==> src/rtl/unary_binary_dot_mac_if.sv <==
// unary_binary_dot_mac_if: operand/result handshake bundle for the unary/binary dot-product MAC
interface unary_binary_dot_mac_if #(
    parameter int SIZE  = 4,
    parameter int LANES = 4,
    parameter int OUT_W = 16
);
    logic                  in_valid;
    logic                  in_ready;
    logic [LANES*SIZE-1:0] a;
    logic [LANES*SIZE-1:0] b;
    logic [SIZE-1:0]       c;
    logic                  acc_en;
    logic                  out_valid;
    logic                  out_ready;
    logic [OUT_W-1:0]      out;

    modport master (
        output in_valid, a, b, c, acc_en, out_ready,
        input  in_ready, out_valid, out
    );

    modport slave (
        input  in_valid, a, b, c, acc_en, out_ready,
        output in_ready, out_valid, out
    );
endinterface

==> src/rtl/unary_binary_dot_mac.sv <==
// unary_binary_dot_mac: multi-lane dot-product MAC, a/c streamed as thermometer pulses, b applied as binary masks
module unary_binary_dot_mac #(
    parameter int SIZE  = 4,
    parameter int LANES = 4,
    parameter int OUT_W = 16
) (
    input logic                   clk,
    input logic                   reset_n,
    unary_binary_dot_mac_if.slave bus
);
    localparam int ADD_W = SIZE + $clog2(LANES + 1) + 1;
    localparam logic [1:0] S_IDLE = 2'd0, S_RUN = 2'd1, S_DONE = 2'd2;

    logic [1:0]            r_state;
    logic [LANES*SIZE-1:0] r_a;
    logic [LANES*SIZE-1:0] r_b;
    logic [SIZE-1:0]       r_c;
    logic [SIZE-1:0]       r_len;
    logic [SIZE-1:0]       r_cnt;
    logic [OUT_W-1:0]      r_acc;
    logic [OUT_W-1:0]      r_out;
    logic [SIZE-1:0]       w_len;
    logic [ADD_W-1:0]      w_addend;
    logic [OUT_W-1:0]      w_acc_next;
    logic [OUT_W-1:0]      w_seed;

    // Run length is the longest thermometer among all a lanes and c
    always_comb begin
        w_len = bus.c;
        for (int k = 0; k < LANES; k++)
            w_len = (bus.a[k*SIZE +: SIZE] > w_len) ? bus.a[k*SIZE +: SIZE] : w_len;
    end

    always_comb begin
        w_addend = ADD_W'(r_cnt < r_c);
        for (int k = 0; k < LANES; k++)
            w_addend = w_addend + ((r_cnt < r_a[k*SIZE +: SIZE]) ? ADD_W'(r_b[k*SIZE +: SIZE]) : '0);
    end

    assign w_acc_next    = r_acc + OUT_W'(w_addend);
    assign w_seed        = bus.acc_en ? r_out : '0;
    assign bus.in_ready  = (r_state == S_IDLE);
    assign bus.out_valid = (r_state == S_DONE);
    assign bus.out       = r_out;

    always_ff @(posedge clk or negedge reset_n) begin
        if (!reset_n) begin
            r_state <= S_IDLE;
            r_a     <= '0;
            r_b     <= '0;
            r_c     <= '0;
            r_len   <= '0;
            r_cnt   <= '0;
            r_acc   <= '0;
            r_out   <= '0;
        end else begin
            case (r_state)
                S_IDLE: if (bus.in_valid) begin
                    r_a   <= bus.a;
                    r_b   <= bus.b;
                    r_c   <= bus.c;
                    r_len <= w_len;
                    r_cnt <= '0;
                    r_acc <= w_seed;
                    if (w_len == '0) begin
                        r_out   <= w_seed;
                        r_state <= S_DONE;
                    end else begin
                        r_state <= S_RUN;
                    end
                end
                S_RUN: begin
                    r_acc <= w_acc_next;
                    r_cnt <= r_cnt + SIZE'(1);
                    if (r_cnt == r_len - SIZE'(1)) begin
                        r_out   <= w_acc_next;
                        r_state <= S_DONE;
                    end
                end
                S_DONE: if (bus.out_ready) r_state <= S_IDLE;
                default: r_state <= S_IDLE;
            endcase
        end
    end
endmodule

==> src/flat_wrapper.sv <==
// flat-port wrapper written by rule: the top's interface ports become plain ports
module unary_binary_dot_mac_flat 
#(
    parameter int SIZE  = 4,
    parameter int LANES = 4,
    parameter int OUT_W = 16
)
  (clk, reset_n, bus_in_valid, bus_a, bus_b, bus_c, bus_acc_en, bus_out_ready, bus_in_ready, bus_out_valid, bus_out);
  unary_binary_dot_mac_if #(.SIZE(SIZE), .LANES(LANES), .OUT_W(OUT_W)) bus_i ();
  input logic clk;
  input logic reset_n;
  input wire logic [$bits(bus_i.in_valid)-1:0] bus_in_valid;
  input wire logic [$bits(bus_i.a)-1:0] bus_a;
  input wire logic [$bits(bus_i.b)-1:0] bus_b;
  input wire logic [$bits(bus_i.c)-1:0] bus_c;
  input wire logic [$bits(bus_i.acc_en)-1:0] bus_acc_en;
  input wire logic [$bits(bus_i.out_ready)-1:0] bus_out_ready;
  output wire logic [$bits(bus_i.in_ready)-1:0] bus_in_ready;
  output wire logic [$bits(bus_i.out_valid)-1:0] bus_out_valid;
  output wire logic [$bits(bus_i.out)-1:0] bus_out;
  assign bus_i.in_valid = bus_in_valid;
  assign bus_i.a = bus_a;
  assign bus_i.b = bus_b;
  assign bus_i.c = bus_c;
  assign bus_i.acc_en = bus_acc_en;
  assign bus_i.out_ready = bus_out_ready;
  assign bus_in_ready = bus_i.in_ready;
  assign bus_out_valid = bus_i.out_valid;
  assign bus_out = bus_i.out;
  unary_binary_dot_mac #(.SIZE(SIZE), .LANES(LANES), .OUT_W(OUT_W)) u_core (.clk(clk), .reset_n(reset_n), .bus(bus_i));
endmodule
==> config.mk <==
export PLATFORM = sky130hd
export DESIGN_NAME = unary_binary_dot_mac_flat
export DESIGN_NICKNAME = d
export VERILOG_FILES = /design/src/rtl/unary_binary_dot_mac_if.sv /design/src/rtl/unary_binary_dot_mac.sv /design/src/flat_wrapper.sv
export SDC_FILE = /design/constraint.sdc
export NUM_CORES = 1
export LEC_CHECK = 0
export BUFFER_PORTS_ARGS = -buffer_cell sky130_fd_sc_hd__buf_2
export CAP_MARGIN = 10
export CORE_ASPECT_RATIO = 1.2
export CORE_MARGIN = 8
export CORE_UTILIZATION = 55
export DETAILED_ROUTE_END_ITERATION = 16
export PLACE_DENSITY = 0.84
export SLEW_MARGIN = 30
export SYNTH_ARGS = -nofsm -noshare
export SYNTH_HDL_FRONTEND = slang
export SYNTH_SLANG_ARGS = --single-unit
==> constraint.sdc <==
create_clock -name clk -period 12.15 [get_ports clk]
set_clock_uncertainty 0.05 [all_clocks]
set_input_delay 1.215 -clock clk [delete_from_list [all_inputs] [get_ports clk]]
set_output_delay 1.215 -clock clk [all_outputs]
set_load 0.02 [all_outputs]
Word-level counts from Yosys, hierarchy flattened
Index checks and enable logic that the tools add are counted.
{"block": "op_classes", "n_reduce_logical": 7, "n_mux": 22, "add_sub_neg": 7, "order_cmp": 9, "n_eq_ne": 7}
{"op": "$mux W16", "n": 5}
{"op": "$pmux W16 S2", "n": 2}
{"op": "$mux W4", "n": 9}
{"op": "$add A8 B8 Y8", "n": 3}
{"op": "$lt A4 B4 Y1", "n": 5}
{"op": "$add A16 B8 Y16", "n": 1}
{"op": "$gt A4 B4 Y1", "n": 4}
{"op": "$add A1 B8 Y8", "n": 1}
{"op": "$mux W2", "n": 4}
{"op": "$pmux W4 S2", "n": 1}
{"op": "$pmux W2 S3", "n": 1}
{"op": "$add A4 B1 Y4 const B", "n": 1}
{"op": "$eq A4 B4 Y1", "n": 1}
{"op": "$logic_not A4 Y1", "n": 1}
{"op": "$ne A2 B1 Y1 const B", "n": 2}
{"op": "$ne A2 B2 Y1 const B", "n": 2}
{"op": "$reduce_and A2 Y1", "n": 2}
{"op": "$reduce_and A4 Y1", "n": 1}
{"op": "$sub A4 B1 Y4 const B", "n": 1}
{"op": "$reduce_and A3 Y1", "n": 1}
{"op": "$eq A2 B1 Y1 const B", "n": 1}
{"op": "$eq A2 B2 Y1 const B", "n": 1}
{"op": "$logic_not A2 Y1", "n": 1}
{"op": "$reduce_bool A2 Y1", "n": 1}
{"block": "totals", "word_cells": 60, "input_bits": 41, "register_bits": 78, "out_inout_bits": 18}

Logic depth before layout (Yosys ltp)
Gate-level depths: netlist (run 1).
{"block": "depth", "ltp_word": 12, "mapped_depth": 38, "ltp_nobuf": 36}

Worst setup path after synthesis (run 1)
OpenSTA, ideal clock, no wires.
{"block": "synth_timing", "kind": "input port to flip-flop", "startpoint": "in bus_c[1]", "endpoint": "reg u_core.r_out[10], in the netlist u_core.bus.out[10]", "arrival_time_ns": 7.545, "stages": 34, "required_time_ns": 11.975, "path_buffers": 2, "setup_time_ns": 0.125, "slack_ns": 4.430, "cell_sequence": "inv_1 > ha_1 > nor2b_1 > o211ai_1 > a21o_1 > mux2_2 > inv_1 > ha_1 > a21oi_1 > a21oi_1 > and4_4 > nor4_4 > o21ai_0 > ha_1 > a21oi_1 > a32oi_1 > o21ai_0 > nor2_1 > mux2_2 > or2_1 > buf_6 > mux2i_4 > ha_1 > o21ai_0 > nand2b_1 > a21oi_1 > a41oi_1 > nor2b_1 > o21ai_0 > o311ai_1 > or2_1 > o31a_1 > buf_6 > mux2_4"}
{"block": "synth_via", "elab_chain_cells": 11}
{"item": "start: declaration", "line_no": "flat_wrapper.sv:15", "text": "input wire logic [$bits(bus_i.c)-1:0] bus_c;"}
{"item": "$gt A4 B4 Y1", "line_no": "unary_binary_dot_mac.sv:31", "text": "w_len = (bus.a[k*SIZE +: SIZE] > w_len) ? bus.a[k*SIZE +: SIZE] : w_len;"}
{"item": "$mux W4 *", "line_no": "unary_binary_dot_mac.sv:31"}
{"item": "$gt A4 B4 Y1", "line_no": "unary_binary_dot_mac.sv:31"}
{"item": "$mux W4 *", "line_no": "unary_binary_dot_mac.sv:31"}
{"item": "$gt A4 B4 Y1", "line_no": "unary_binary_dot_mac.sv:31"}
{"item": "$mux W4 *", "line_no": "unary_binary_dot_mac.sv:31"}
{"item": "$gt A4 B4 Y1", "line_no": "unary_binary_dot_mac.sv:31"}
{"item": "$mux W4 *", "line_no": "unary_binary_dot_mac.sv:31"}
{"item": "$logic_not A4 Y1 *", "line_no": "unary_binary_dot_mac.sv:65", "text": "if (w_len == '0) begin"}
{"item": "$ne A2 B1 Y1 (no line) *"}
{"item": "$reduce_and A4 Y1 (no line) *"}
{"item": "end signal: assignment", "line_no": "unary_binary_dot_mac.sv:66", "text": "r_out <= w_seed;"}
{"item": "end signal: assignment", "line_no": "unary_binary_dot_mac.sv:76", "text": "r_out <= w_acc_next;"}
{"item": "end: declaration", "line_no": "unary_binary_dot_mac.sv:21", "text": "logic [OUT_W-1:0] r_out;"}
Mark *: on every way between the ends. The rest lies on a longest branch, timed or not.
A chain may end at the register's enable or synchronous reset.

Worst setup path in the final report (run 1)
{"block": "layout_timing", "startpoint": "in bus_c[1]", "endpoint": "reg u_core.r_out[13], in the netlist u_core.bus.out[13]"}
The elaborated chain is that of the path after synthesis.

==> results summary, run 1 <==
The detailed-route vias per instance is 5.49. The worst setup path is launched from a primary input. The fraction of the cycle the final worst path needs is 68.9%. For this run, the top clock speed supported by timing is 120 MHz. The signal arrival time at the worst endpoint came out at 8.55 ns.

Entering global routing, the biggest net connects between 70 and 80 pins. Summed over all layers, the global routing overflow is 0. The biggest cell delay along the critical path came out at 0.60 ns. The unique cell type count in the Yosys netlist is 46.

Leaving out fill and tap cells, the most frequent cell in the layout is nand2_1. The run finished with clean final reports. The post-route netlist has between 10% and 20% of its cells at a drive strength greater than 1. The root cell of the clock tree is clkbuf_8. The starting density of the core is 56.0%.

The average instance area after synthesis came out at 8.92 µm². The number of remaining DRC errors came out at 0. The row count came out at 38.

The final count of hold timing violations came out at 0. The via count of the first global-routing pass was about 4,200. The synthesized netlist net count is 656. The critical path class is in -> reg. The number of buffers on the longest clock path is 2. The number of nets in the finished design is 703. The count of antenna diodes in the layout came out at 0. TritonCTS built the clock tree. The layout-stage area growth over the synthesis result came out at 12.0%. Across the run, the number of max-cap violations was 0. The total number of yosys warnings came out at 0. The library cells used most frequently in the layout, excluding fill and tap cells, are nand2_1 (132), dfrtp_1 (78), buf_2 (57). The routing layer with the top usage in global route is met2. The number of resized instances in the post-cts repair step came out at 0. The transition time of the tightest slew-check pin came out at 0.774 ns. The routed layout has about 4,000 vias.

For this run, the share of the core covered by cells in the final layout is 62.7%. The worst-case headroom to the max-slew limit came out at 47.7%. The placeable core area is ~9000 µm². Setup total negative slack on the finished layout was measured at 0 ns.

Along the worst path, the maximum fanout reaches 10. The overall die width is 103 µm. The first global-routing pass estimated about 19 mm of wire. The total length of routed wires came out at ~11 mm. The worst setup path is captured at a flip-flop.

Setup repair after global routing left no endpoint under its margin. The die is between 100 and 150 µm tall. The cell count after synthesis came out at ~560. The total instance count after detailed placement is 720. Setup violations remaining at the end of the flow were counted as 0. The number of routed nets with antenna violations is 0. The total area of multi-input combinational cells is 2820 µm². The top-level port count came out at 59. In this run the cell area of the synthesized design comes to 5030 µm². The number of antenna violations at the first check in global routing is 0. The count of input and output buffers came out at 58.

The cts-stage hold buffer count came out at 0. The count of TritonRoute iterations in the first routing pass came out at 5. The die covers about 12,000 µm². The total global-route track usage came out at a little under a fifth.

After filler insertion, the fill cell instance count of the layout stands at approximately 750. At the later pin of the worst-skew pair, clock insertion delay measures 0.36 ns. The most used flip-flop cell after synthesis is dfrtp_1. The met2 routing resource usage after global routing came out at a little under a third. Ranked by total cell area, the synthesized netlist is headed by dfrtp_1 (39%), ha_1 (10%), nand2_1 (9.9%). After legalization and detailed placement, the total HPWL measured 8.04 mm. The tightest min-delay check is of the reg -> reg type. CTS saw 78 sinks. The average detailed-routed wire length per instance came out at ~15 µm. In the final layout, flip-flops and latches occupy between 1500 and 2000 µm². The library cell with the largest summed area after synthesis is dfrtp_1.

The final period demand of the worst path is 8.37 ns. The total clock buffers created by CTS came out at 9. Data on the critical path is required at its endpoint by 12.34 ns.

The fraction of post-synthesis cell area in the top cell type by area is 38.8%. Yosys mapped a number of flops with a built-in enable equal to 0. The highest-delay cell along the critical path is a41oi_1.

The initial DRC count is around 210. Excluding fillers, the count of instances in the completed layout stands at 736. Of all flip-flops after synthesis, the portion carrying an async set or reset was 100%. The clock-pin transition on the worst setup and hold timing paths is 0.08 ns. The fraction of met1 tracks used by global routing came out at 23.1%. The clock tree synthesis step divided the H-tree into 3 levels. The final-report max-slew violation count came to 0.

For this run, global-route usage on met3 was measured as 4.37%. The flip-flop and latch count after synthesis is 78. Sequential elements use 38.8% of the synthesized area. The final RePlAce weighted congestion came out at 0.885. The number of buffers inserted to repair setup after CTS is 0.
## registers in the layout, summed over array words and instances (netlist names)
name            flops
u_core.bus.out     16
u_core.r_a         16
u_core.r_acc       16
u_core.r_b         16
u_core.r_c          4
u_core.r_cnt        4
u_core.r_len        4
u_core.r_state      2
## critical path: cells and delay by family
family	cells	cell delay, ns
AOI/OAI and AO/OA	14	2.93
and+or+nand+nor	8	1.63
muxes	4	1.28
adders and majority gates	4	1.23
buffers and inverters	3	0.23
## cell usage after synthesis, types with 9 or more instances
cell      instances
inv_1            43
nor2_1           17
a21o_1           13
mux2_2           10
xor2_1           10
nand3_1          21
nand2b_1          9
ha_1             41
clkbuf_1         18
nor2b_1          10
fa_1             10
a21oi_1          22
a31oi_1           9
nand2_1         132
dfrtp_1          78
o21ai_0          50
xnor2_1          13
## logic make-up (layout without fill, tap and decap cells)
logic type	Yosys count	count (layout)	synth area share, %
adder cells (fa/ha/maj)	51	51	14.2
AO/OA/AOI/OAI	114	114	13.5
XOR/XNOR	23	23	4.00
AND/OR/NAND/NOR	211	211	18.9
buffers and inverters	66	118	5.22
flip-flops	78	78	38.8
multiplexers	21	21	5.37
## path summary, 6_finish.rpt
path                                  from                  to  slack [ns]  cells past startpoint
max in group asynchronous          reset_n      u_core.r_b[13]       10.74                      1
min                         u_core.r_b[15]      u_core.r_b[15]        0.43                      2
max                               bus_c[1]  u_core.bus.out[13]        3.78                     33
max reg2reg                u_core.r_cnt[1]  u_core.bus.out[13]        6.49                     20
min reg2reg                 u_core.r_b[15]      u_core.r_b[15]        0.43                      2
min in group asynchronous          reset_n       u_core.r_a[4]        0.82                      1
## metrics by stage
step                worst slack, ns  hold WS, ns  instance area, µm²
detailed placement             3.49        0.413                5380
global placement               3.85        0.405                5380
CTS                            3.86        0.436                5630
finish                         3.78        0.432                5640
floorplan                      4.43        0.387                5030
global route                   3.31        0.456                5640
## cell type report
class	count	area share, %
multi-input combinational	420	50.0
inverter	43	2.86
clock inverter	5	1.89
timing repair buffer	59	5.40
sequential	78	34.6
clock buffer	11	2.51
tap	120	2.66
## routing by layer
| layer | share of wire, % | up-vias |
|---|---|---|
| met5 | 0 | - |
| met2 | 50 | 89 |
| met3 | 5.0 | 15 |
| li1 | - | 1988 |
| met1 | 43 | 1946 |
| met4 | 1.8 | 0 |
Power of run 1 is left out: the tool's default activity adds up to more than one toggle a clock period on the data nets, which glitch-free logic cannot reach.
==> run 2, diff against run 1 <==
--- a/config.mk
+++ b/config.mk
@@ -9,7 +9,7 @@
 export CAP_MARGIN = 10
 export CORE_ASPECT_RATIO = 1.2
 export CORE_MARGIN = 8
-export CORE_UTILIZATION = 55
+export CORE_UTILIZATION = 53
 export DETAILED_ROUTE_END_ITERATION = 16
 export PLACE_DENSITY = 0.84
 export SLEW_MARGIN = 30
==> constraint.sdc (replaced) <==
create_clock -name clk -period 6.9 [get_ports clk]
set_clock_uncertainty 0.05 [all_clocks]
set_input_delay 0.69 -clock clk [delete_from_list [all_inputs] [get_ports clk]]
set_output_delay 0.69 -clock clk [all_outputs]
set_load 0.02 [all_outputs]
==> results summary, run 2 (synthesis results as in run 1) <==
The routed via count is 4,181. The final sum of negative setup slack came out at 0 ns. The total clock buffers created by CTS came out at 9. For this design, the slowest cell found on the critical path is nor4_4. The top-level port count is 59. The endpoint identified for the worst register-to-register timing path is u_core.r_acc[14]. The final count of hold timing violations is 0. The share of layout cells above drive strength 1 came out at roughly a fifth.

The setup slack at placement came out at -0.253 ns. The root cell of the clock tree is clkbuf_16. The achievable clock frequency is 150 MHz.

On the critical path the largest part of the delay comes from compound AO/OA/AOI/OAI gates. The number of buffers and inverters on the critical path is 4. The clock sink count is 78.

The total length of routed wires is 11.6 mm. The die height is around 120 µm. The maximum fanout encountered on the critical timing path is 9.

The fraction of the cycle the final worst path needs is 96.7%. The cell that appears most often on the critical path is a21oi_2. Data on the critical path is required at its endpoint by 7.07 ns. The count of max-cap constraint violations is 0.

The sum of overflow across all layers after global routing is 0. The starting density of the core came out at 53.7%. The number of antenna violations at the first check in global routing came out at 0. The count of fill cells added during filler insertion is 746. Setup violations remaining at the end of the flow were counted as 0. Dividing the detail-routed wire length by the instance count gives 15.3 µm. Dividing the detail-routed via count by the number of cells gives between 5 and 6.

The flow ran to the end, and the final reports show no timing, DRC or antenna violations. For flop-to-flop paths, the worst setup slack is 1.22 ns. Global routing used 18.9% of the available tracks across all layers. The worst reg-to-reg path cell count is 22. The final period demand of the worst path came out at 6.68 ns.

The worst-case headroom to the max-slew limit came out at 53.1%. The wire length of the first global-routing pass is 19.9 mm. The final worst slack is 0.225 ns.

From left edge to right edge, the die measures 105 µm. The final RePlAce weighted congestion came out at a little under 0.9. The placeable core area came out at 9370 µm².

The largest net degree at the start of global routing is 79. The count of input and output buffers came out at 58. The layout-stage area growth over the synthesis result came out at 17.9%. The worst setup path is captured at a flip-flop. The library cells used most frequently in the layout, excluding fill and tap cells, are nand2_1 (132), dfrtp_1 (78), buf_2 (57). The cts-stage hold buffer count came out at 0. The via count of the first global-routing pass was approximately 4,300.

The die area is roughly 13,000 µm². Before antenna repair, the detailed router went through 5 iterations. The floorplan has 39 rows. The transition time of the tightest slew-check pin came out at 0.704 ns. The detail route stage leaves a number of antenna-violating nets equal to 0. The library cell used most frequently in the layout, excluding fill and tap cells, is nand2_1. The post-layout instance count excluding filler cells came out at 758.

The placed wire-length estimate after detailed placement is 8.47 mm. The initial DRC count is 349. TritonCTS built the clock tree. 0 antenna diodes ended up in the layout. The total instance count after detailed placement is 740.

The number of remaining DRC errors is 0. The element type at the critical path start is a primary input. The number of nets in the finished design is 722.

For the worst setup path, the data arrival time is 6.85 ns. After clock tree synthesis, the clock-pin slew on the worst setup and hold paths is roughly 0.060 ns. No sink is reached through more buffers than the 2 on the longest clock path. The worst min-delay path class is in -> async. In this design, the stage delay of the slowest critical-path cell is 0.35 ns. The startpoint of the worst-slack reg-to-reg timing path is u_core.r_cnt[1]. The later pin in the worst-skew pair is clocked with a latency of 0.34 ns. The final-report max-slew violation count is 0. The fraction of the core area covered by cells at the end of the flow is around 63%.

The worst setup path is of the in -> reg kind. The number of levels in the clock H-tree is 3.
==> run 2: cell types whose count changed in the layout (fill, tap and decap cells not counted), moves of 3 or more <==
cell       previous run  this run
a21oi_1              22        18
a21oi_2               0         4
buf_4                 1        19
clkbuf_16             0         9
clkbuf_8             10         1
ha_1                 41        38
ha_4                  0         3
o21ai_0              50        44
o21ai_1               0         5
==> run 2: per-stage QoR <==
step | hold slack, ns | cell area, µm²
2_1_floorplan | 0.344 | 5110
3_3_place_gp | 0.405 | 5600
3_5_place_dp | 0.415 | 5600
4_1_cts | 0.435 | 5900
5_1_grt | 0.388 | 5930
6_report | 0.306 | 5930
==> run 2: layout make-up <==
cell class,count,area [µm²],share of cell area [%]
Timing Repair Buffer,78,459,7.74
Tap cell,123,154,2.60
Clock buffer,11,243,4.09
Inverter,43,166,2.81
Multi-Input combinational cell,420,2900,48.9
Sequential cell,78,1950,32.9
Clock inverter,5,56.3,0.950
==> run 2: worst max-delay path by stage <==
stage,slack (ns),depth (start not counted),to,startpoint
floorplan,-0.02,34,u_core.bus.out[10],bus_a[1]
global placement,0.1,35,u_core.bus.out[11],bus_c[1]
detailed placement,-0.25,36,u_core.bus.out[12],bus_c[1]
CTS,0.09,36,u_core.bus.out[14],bus_c[1]
global route,-0.02,36,u_core.bus.out[14],bus_a[1]
finish,0.22,34,u_core.bus.out[14],bus_a[1]
==> run 2: what timing repair did <==
action	in CTS	in global routing
gates resized for setup	0	3
hold endpoints to repair	0	0
endpoints found under the setup margin	0	16
setup buffers	0	2
==> run 2: worst register-to-register path, delay by kind of cell, from the launching register on <==
family	cells	cell delay [ns]
buffers and inverters	2	0.12
DFF	1	0.52
xor gates and xnor gates	2	0.32
adders and majority gates	6	2.29
and+or+nand+nor	5	0.83
muxes	1	0.32
AOI/OAI and AO/OA	6	1.11
==> run 2: layer usage <==
| layer | vias to the layer above | part of all wire, % | GRT usage [%] | routed length (µm) |
|---|---|---|---|---|
| li1 | 2026 | - | - | - |
| met1 | 2037 | 41 | 22.6 | 4780 |
| met2 | 100 | 53 | 32.6 | 6090 |
| met3 | 18 | 4.0 | 3.36 | 458 |
| met4 | 0 | 2.1 | 8.94 | 244 |
| met5 | - | 0 | 0 | 0 |
Power of run 2 is left out for the same reason.
